## src/rtl/bch15_5_encoder.sv

```systemverilog
// Systematic BCH(15,5) t=3 encoder: 5-bit message in, 15-bit codeword out, parity built serially in a 10-bit LFSR.
// Latency: message accepted at edge T, codeword valid from edge T+5; next message no sooner than T+7.
// Backpressure: codeword held stable in HOLD until out_ready; in_ready stays low from acceptance until the cycle after the handshake.
//
// Ports:
//   clk, rst              rising-edge clock, asynchronous active-high reset
//   msg, in_valid/ready   input message (msg[4] is the coefficient of x^14) and its handshake
//   code, out_valid/ready codeword (code[14:10]=msg, code[9:0]=parity, bit i = coeff of x^i) and its handshake
//   busy                  high while a message is being shifted or held
module bch15_5_encoder #(
    parameter logic [9:0] POLY = 10'h137   // g(x) low coefficients; x^10 implicit
) (
    input  logic        clk,
    input  logic        rst,
    input  logic [4:0]  msg,
    input  logic        in_valid,
    output logic        in_ready,
    output logic [14:0] code,
    output logic        out_valid,
    input  logic        out_ready,
    output logic        busy
);

    typedef enum logic [1:0] {
        IDLE  = 2'd0,
        SHIFT = 2'd1,
        HOLD  = 2'd2
    } state_t;

    state_t      state;
    state_t      state_next;

    logic [4:0]  msg_reg;
    logic [9:0]  parity;
    logic [9:0]  parity_next;
    logic [2:0]  bit_cnt;
    logic        cur_bit;
    logic        fb;

    // One step of division by g(x): the bit leaving parity[9] combined with
    // the incoming message bit decides whether g(x) is subtracted.
    always_comb begin
        cur_bit     = msg_reg[bit_cnt];
        fb          = cur_bit ^ parity[9];
        parity_next = {parity[8:0], 1'b0} ^ (fb ? POLY : 10'h000);
    end

    // State register.
    always_ff @(posedge clk or posedge rst) begin
        if (rst) begin
            state <= IDLE;
        end else begin
            state <= state_next;
        end
    end

    // Next-state logic.
    always_comb begin
        state_next = state;
        case (state)
            IDLE: begin
                if (in_valid) begin
                    state_next = SHIFT;
                end
            end
            SHIFT: begin
                if (bit_cnt == 3'd0) begin
                    state_next = HOLD;
                end
            end
            HOLD: begin
                if (out_ready) begin
                    state_next = IDLE;
                end
            end
            default: begin
                state_next = IDLE;
            end
        endcase
    end

    // Datapath: message latch, LFSR, bit counter and registered outputs.
    always_ff @(posedge clk or posedge rst) begin
        if (rst) begin
            msg_reg   <= 5'd0;
            parity    <= 10'd0;
            bit_cnt   <= 3'd0;
            code      <= 15'd0;
            out_valid <= 1'b0;
        end else begin
            case (state)
                IDLE: begin
                    if (in_valid) begin
                        msg_reg <= msg;
                        parity  <= 10'd0;
                        bit_cnt <= 3'd4;   // MSB first
                    end
                end
                SHIFT: begin
                    parity <= parity_next;
                    if (bit_cnt == 3'd0) begin
                        // Last shift: parity_next already holds the full remainder.
                        code      <= {msg_reg, parity_next};
                        out_valid <= 1'b1;
                    end else begin
                        bit_cnt <= bit_cnt - 3'd1;
                    end
                end
                HOLD: begin
                    if (out_ready) begin
                        out_valid <= 1'b0;
                    end
                end
                default: begin
                    out_valid <= 1'b0;
                end
            endcase
        end
    end

    // Decoded from the state register only, so no input-to-output path.
    assign in_ready = (state == IDLE);
    assign busy     = (state != IDLE);

endmodule
```

## config.mk

```make
export PLATFORM = sky130hd
export DESIGN_NAME = bch15_5_encoder
export DESIGN_NICKNAME = d
export VERILOG_FILES = /design/src/rtl/bch15_5_encoder.sv
export SDC_FILE = /design/constraint.sdc
export NUM_CORES = 1
export LEC_CHECK = 0
export ABC_AREA = 1
export BUFFER_PORTS_ARGS = -buffer_cell sky130_fd_sc_hd__buf_4
export CELL_PAD_IN_SITES_DETAIL_PLACEMENT = 1
export CELL_PAD_IN_SITES_GLOBAL_PLACEMENT = 2
export CORE_MARGIN = 1
export CORE_UTILIZATION = 33
export DETAILED_ROUTE_END_ITERATION = 10
export HOLD_SLACK_MARGIN = 0.15
export PLACE_DENSITY = 0.76
export SYNTH_ARGS = -nofsm -noshare
export SYNTH_HDL_FRONTEND = slang
export SYNTH_SLANG_ARGS = --single-unit
```

## constraint.sdc

```tcl
create_clock -name clk -period 1.6 [get_ports clk]
set_clock_uncertainty 0.1 [all_clocks]
set_input_delay 0.4 -clock clk [delete_from_list [all_inputs] [get_ports clk]]
set_output_delay 0.4 -clock clk [all_outputs]
set_load 0.05 [all_outputs]
```

After elaboration in Yosys (flattened, before gate mapping)
Cells that the tools add are included.
{"block": "word_totals", "regBits": 36, "word_cells": 42}
{"block": "classes", "add_sub_neg": 1, "order_cmp": 1, "eq_ne": 6, "n_mux": 15, "bitwise": 3, "n_reduce_logical": 10}
{"operator": "one-hot mux 10 bit (2 select lines)", "n": 1}
{"operator": "two-way mux 10 bit", "n": 1}
{"operator": "bitwise XOR 10 x 9 -> 10 bit", "n": 1}
{"operator": "two-way mux 9 bit", "n": 1}
{"operator": "AND reduction 3 bit", "n": 3}
{"operator": "!= test 2 bit, second input constant", "n": 4}
{"operator": "two-way mux 2 bit", "n": 3}
{"operator": "two-way mux 3 bit", "n": 2}
{"operator": "one-hot mux 2 bit (3 select lines)", "n": 1}
{"operator": "one-hot mux 3 bit (2 select lines)", "n": 1}
{"operator": "AND reduction 2 bit", "n": 3}
{"operator": "< comparator 3 x 4 -> 1 bit, second input constant", "n": 1}
{"operator": "nonzero test 2 bit", "n": 2}
{"operator": "binary-select mux 1 bit (select 3 bit)", "n": 1}
{"operator": "zero test 3 bit", "n": 1}
{"operator": "two-way mux 1 bit", "n": 3}
{"operator": "one-hot mux 1 bit (3 select lines)", "n": 1}
{"operator": "subtractor 3 x 1 -> 3 bit, second input constant", "n": 1}
{"operator": "equality test 2 x 1 -> 1 bit, second input constant", "n": 1}
{"operator": "equality test 2 bit, second input constant", "n": 1}
{"operator": "zero test 2 bit", "n": 1}
{"operator": "inverter 1 bit", "n": 1}
{"operator": "bitwise XOR 1 bit", "n": 1}

Logic depth before layout (Yosys ltp)
Gate-level depths: netlist of the first run.
{"block": "depth", "word_depth": 6, "depth_mapped": 10, "mapped_depth_nobuf": 10}

Worst setup path before layout of the first run
No wires, ideal clock.
{"block": "synth_timing", "path_kind": "register to output", "startpoint": "register state[1]", "endpoint": "output port busy", "arrival_ps": 1120, "slack_ps": -20, "stages_incl_launch_ff": 3, "cell_sequence": "dfrtp_1 nor2_4 inv_1"}
{"block": "synth_via", "elab_chain_len": 1}
{"element": "start, declared", "line_no": "30", "source": "state_t state;"}
{"element": "start signal, assigned", "line_no": "53", "source": "state <= state_next;"}
{"element": "nonzero test 2 bit", "line_no": "123", "source": "assign busy = (state != IDLE);"}
{"element": "end, declared", "line_no": "21", "source": "output logic busy"}
No other way between the ends.

Worst setup path in the final report of the first run
Same ends and word-level chain as after synthesis.

==> results of run 1 <==
-- cells in the final DEF (no fill, tap or decap), drive strengths merged --
cell type and count:
nand2 52, dfrtp 36, buf 36, nand3 26, inv 26, o21ai 18
nor2 7, clkbuf 6, o22ai 5, ha 2, nand4 1, nand3b 1
a21oi 1, bufinv 1, clkinv 1, dlygate4sd3 1
-- worst max-delay path: stages, from the launching register on --
cell	delay, ns
dfrtp_2	0.43
nor2_4	0.12
inv_1	0.05
buf_4	0.18
-- per-layer routing --
layer	vias up	global-route usage [%]
li1	649	-
met1	637	20.8
met2	41	28.5
met3	7	4.17
met4	0	6.32
met5	-	0
-- synthesized netlist by cell type, types with 4 or more instances --
| cell type | n | area (um2) |
|---|---|---|
| inv_1 | 20 | 75.1 |
| dfrtp_1 | 36 | 901 |
| inv_2 | 5 | 18.8 |
| nand3_1 | 25 | 125 |
| o21ai_1 | 11 | 55.1 |
| o22ai_1 | 5 | 31.3 |
| nand2_2 | 4 | 25.0 |
| o21ai_0 | 6 | 30.0 |
| nand2_1 | 46 | 173 |
-- what timing repair did --
item / CTS / global route
cloned: 0 / 0
endpoints found under the hold margin: 36 / 0
resized for setup: 1 / 7
setup endpoints to repair: 2 / 21
hold buffers: 1 / 0
setup buffers: 2 / 4
pin swaps: 1 / 1
-- per-stage QoR --
stage,instance area (um2),hold slack (ns),cells
6_report,2120,0.221,287
5_1_grt,2120,0.228,287
4_1_cts,2060,0.219,283
3_5_place_dp,1930,0.369,272
3_3_place_gp,1930,0.366,272
2_1_floorplan,1640,0.349,178
-- cell families (layout without fill, tap and decap cells) --
logic type,Yosys count,in the layout,share of synthesized area (%)
compound gates,24,24,8.39
flops,36,36,54.9
fa+ha+maj,2,2,1.53
buf+inv,29,71,8.31
simple gates,87,87,26.9
-- cell type report --
class	count	area, um2
multi-input combinational	113	628
tap	67	83.8
fill	556	2640
clock buffer	6	72.6
timing repair buffer	37	293
clock inverter	2	35.0
inverter	26	103
sequential	36	902
-- final timing paths --
check,from,to,slack (ns),cells past startpoint
min,msg[3],msg_reg[3],0.22,3
min reg2reg,parity[8],parity[8],0.39,2
max reg2reg,bit_cnt[0],code[2],0.12,6
max in group asynchronous,rst,state[1],0.35,4
max,state[1],busy,0.04,3
min in group asynchronous,rst,code[12],0.69,4
==> run summary, run 1 <==
Number of global-route vias before repair -> 1430
Initial antenna violation count -> 0
WL met3 -> 154 um
Row Count -> 25
Die area -> 5260 um2
Synthesis-to-finish area growth -> 29.1%
Metal2 WL -> 1.90 mm
Synthesized net count -> 189
Setup CP Type -> reg2out
Total global routing overflow -> 0
Gr usage total -> 16.9%
Clk slew on worst S/H paths -> 0.07 ns
Largest register FFs -> 15
# setup viols final -> 0
#FFs+latches synth -> 36
Final ANT Viol Nets -> 0
Post-synth EDFFs -> 0
Max Fclk -> 0.641 GHz
Worst EP arrival -> 1.06 ns
DR DRC count -> 0
DP HPWL -> 2.78 mm
H-tree depth -> 2
Final Hold Fails -> 0
# Max-Cap Violations -> 0
Mapped Cells -> 178
Top FF cell, synth -> dfrtp_1
Post-synth ARST share -> 100%
Drt pass-1 iters -> 4
First-pass GRT wire length -> 6.66 mm
Worst Setup Start Kind -> flip-flop
Routability cong. -> 0.760
Avg Cell Area, Syn -> 9.22 um2
Final Critical Period -> 1.56 ns
Element type at the critical path end -> output pin
RSZ-0062 raised after global routing -> yes
Crit path max fanout -> 3
Initial drt markers -> 87
Detailed-route wire length -> 3.98 mm
Root Buffer -> clkbuf_8
Final Net Count -> 230
Met1 WL -> 1.86 mm
Slew Limit Headroom -> 68.9%
CTS sink cnt -> 36
Via count -> 1334
Slew Limit Fails -> 0
# diodes -> 0
Min-delay worst type -> in2reg
Wire per inst -> 13.9 um
Dpl ws -> 0.0688 ns
Outcome -> finished clean
DR vias/cell -> 4.65
CTS Buf Count -> 5
Initial Utilization -> 34.5%
# IOs -> 27
Core Util, Final -> 44.5%
Syn. warnings -> 0
Die height -> 72.5 um
Clk Latency, worst-skew pair -> 0.29 ns
Core footprint -> 4750 um2
TritonCTS clock tree -> done
Worst-margin pin slew -> 0.466 ns
Die X -> 72.5 um
CTS max path bufs -> 2
Port bufs -> 26
Mapped Area -> 1640 um2
Setup TNS -> 0 ns
DR top layer -> met4
Largest net degree at the start of global routing -> 37
Library cells used by synthesis -> 23
Worst setup margin -> 0.0395 ns
Fin crit share -> 97.5%
Register area share after synthesis -> 54.9%
Required time of the critical path -> 1.10 ns
Share of layout cells above drive strength 1 -> 30.0%
Power of run 1 is left out: the tool's default activity adds up to more than one toggle a clock period on the data nets, which glitch-free logic cannot reach.
==> run 2, diff against run 1 <==
--- a/config.mk
+++ b/config.mk
@@ -6,7 +6,7 @@
 export NUM_CORES = 1
 export LEC_CHECK = 0
 export ABC_AREA = 1
-export BUFFER_PORTS_ARGS = -buffer_cell sky130_fd_sc_hd__buf_4
+export BUFFER_PORTS_ARGS = -buffer_cell sky130_fd_sc_hd__buf_2
 export CELL_PAD_IN_SITES_DETAIL_PLACEMENT = 1
 export CELL_PAD_IN_SITES_GLOBAL_PLACEMENT = 2
 export CORE_MARGIN = 1
==> run 2 against run 1 <==
Global-route usage is 0.099 points lower. Non-clock buffer count is 2 lower. Sequential cell count is the same. Sequential share of layout area rose by 1.2 points. Die area unchanged. Highest routed layer unchanged. Hold slack better by 0.0012 ns. Critical path depth decreased by 1. Critical endpoint is now in_ready.
==> run summary, run 2 (synthesized netlist as in run 1, its figures left out) <==
Wire per inst -> 13.6 um (-1.7%)
Max Fclk -> 0.644 GHz (+0.55%)
Initial Utilization -> 34.5% (unchanged)
Crit path capture -> in_ready
Metal2 WL -> 1.83 mm (-3.7%)
Final ANT Viol Nets -> 0 (unchanged)
Worst-margin pin slew -> 0.460 ns (-0.00654 ns)
Final Critical Period -> 1.55 ns (-0.00857 ns)
Commonest non-fill, non-tap cell in the layout -> nand2_1
Fin crit share -> 97.0% (-0.54 points)
Setup CP Type -> reg2out
RSZ-0062 raised after global routing -> yes
Synthesis-to-finish area growth -> 25.4%
Drt pass-1 iters -> 4 (unchanged)
Crit path max fanout -> 3 (unchanged)
Worst r2r src -> bit_cnt[0]
Min-delay worst type -> in2reg
Crit-path cells -> nor2_4 -> buf_4
Slew Limit Fails -> 0 (unchanged)
# Max-Cap Violations -> 0 (unchanged)
Port bufs -> 26 (unchanged)
Required time of the critical path -> 1.10 ns (about the same)
DR DRC count -> 0 (unchanged)
Worst EP arrival -> 1.05 ns (about the same)
Final Hold Fails -> 0 (unchanged)
H-tree depth -> 2 (unchanged)
DR vias/cell -> 4.58 (-1.4%)
Die X -> 72.5 um (unchanged)
Family with the most delay on the worst path -> flip-flops
Routability cong. -> 0.742 (-2.3%)
Worst path max stage delay -> 0.43 ns (about the same)
Crit-path slowest cell -> dfrtp_2
Reg2Reg Depth -> 10 (+4)
CTS Buf Count -> 5 (unchanged)
CTS max path bufs -> 2 (unchanged)
Clk Latency, worst-skew pair -> 0.29 ns (about the same)
CTS sink cnt -> 36 (unchanged)
Die height -> 72.5 um (unchanged)
Origin of the worst setup path -> state[1]
Initial drt markers -> 50 (-43%)
Row Count -> 25 (unchanged)
Reg2reg setup slack -> 0.09 ns (-0.03 ns)
Root Buffer -> clkbuf_8
Bufs and invs on worst path -> 1 (-1)
Met1 WL -> 1.83 mm (-1.7%)
Most frequent cells in the layout -> nand2_1 (46), dfrtp_1 (35), buf_2 (24), nand3_1 (21), inv_1 (19)
WL met3 -> 152 um (-1.3%)
Clk slew on worst S/H paths -> 0.07 ns (about the same)
TritonCTS clock tree -> done
Core Util, Final -> 43.3% (-1.3 points)
Detailed-route wire length -> 3.87 mm (-2.7%)
Via count -> 1302 (-2.4%)
Largest net degree at the start of global routing -> 37 (unchanged)
Share of layout cells above drive strength 1 -> 30.4% (+0.41 points)
Worst R2R End -> parity[5]
# IOs -> 27 (unchanged)
Worst Setup Start Kind -> flip-flop
Core footprint -> 4750 um2 (unchanged)
# diodes -> 0 (unchanged)
Filler cells -> 564 (+1.4%)
DP HPWL -> 2.76 mm (-0.83%)
Critical path depth -> 2 (-1)
Slew Limit Headroom -> 69.3% (+0.44 points)
Number of global-route vias before repair -> 1388 (-2.9%)
DR top layer -> met4
Total global routing overflow -> 0 (unchanged)
Outcome -> finished clean
Die area -> 5260 um2 (unchanged)
Largest register FFs -> 15 (unchanged)
Gr usage total -> 16.8% (-0.099 points)
Element type at the critical path end -> output pin
First-pass GRT wire length -> 6.54 mm (-1.8%)
Initial antenna violation count -> 0 (unchanged)
Final Net Count -> 228 (-0.87%)
# setup viols final -> 0 (unchanged)
-- run 2: changes by cell type in the layout (fill, tap and decap cells not counted), sizes merged --
cell / delta
clkbuf: +1
bufinv: -1
clkinv: -1
buf: -2
-- run 2: final cells by class --
type	count	area [um2]	area share [%]
clock buffer	7	96.3	4.68
inverter	26	103	4.99
multi-input combinational	113	651	31.6
sequential	36	902	43.9
tap	67	83.8	4.08
timing repair buffer	35	221	10.8
-- run 2: through the flow --
step / hold WS, ns / TNS, ns / instance area, um2 / std cells / setup slack [ns]
final: 0.222 / 0 / 2060 / 284 / 0.0481
after global routing: 0.234 / -0.0816 / 2060 / 284 / -0.0185
after CTS: 0.216 / 0 / 1990 / 282 / 0.0137
after detailed placement: 0.372 / 0 / 1860 / 272 / 0.0675
after global placement: 0.363 / 0 / 1860 / 272 / 0.128
after floorplan: 0.349 / -0.0197 / 1640 / 178 / -0.0197
-- run 2: tightest hold or removal path, stage by stage --
cell,delay [ns]
buf_2,0.08
nand2_1,0.04
o21ai_0,0.06
-- run 2: what timing repair did --
| item | 4_1_cts | 5_1_grt |
|---|---|---|
| hold buffers | 1 | 0 |
| hold endpoints to repair | 36 | 0 |
| resized for setup | 3 | 12 |
| pin swaps | 1 | 2 |
| endpoints found under the setup margin | 2 | 22 |
| buffers inserted | 2 | 2 |
-- run 2: worst min-delay path by stage --
stage	endpoint	from	slack [ns]	cells after the start
after floorplan	parity[2]	parity[2]	0.35	2
after global placement	code[2]	code[2]	0.36	2
after detailed placement	code[4]	code[4]	0.37	2
after CTS	msg_reg[1]	msg[1]	0.22	3
after global routing	msg_reg[1]	msg[1]	0.23	3
final	msg_reg[1]	msg[1]	0.22	3
-- run 2: routing by layer --
metal | track usage (%) | up-vias
met2 | 27.2 | 32
met3 | 3.75 | 7
li1 | - | 647
met5 | 0 | -
met1 | 21.5 | 616
met4 | 7.19 | 0
Power of run 2 is left out for the same reason.
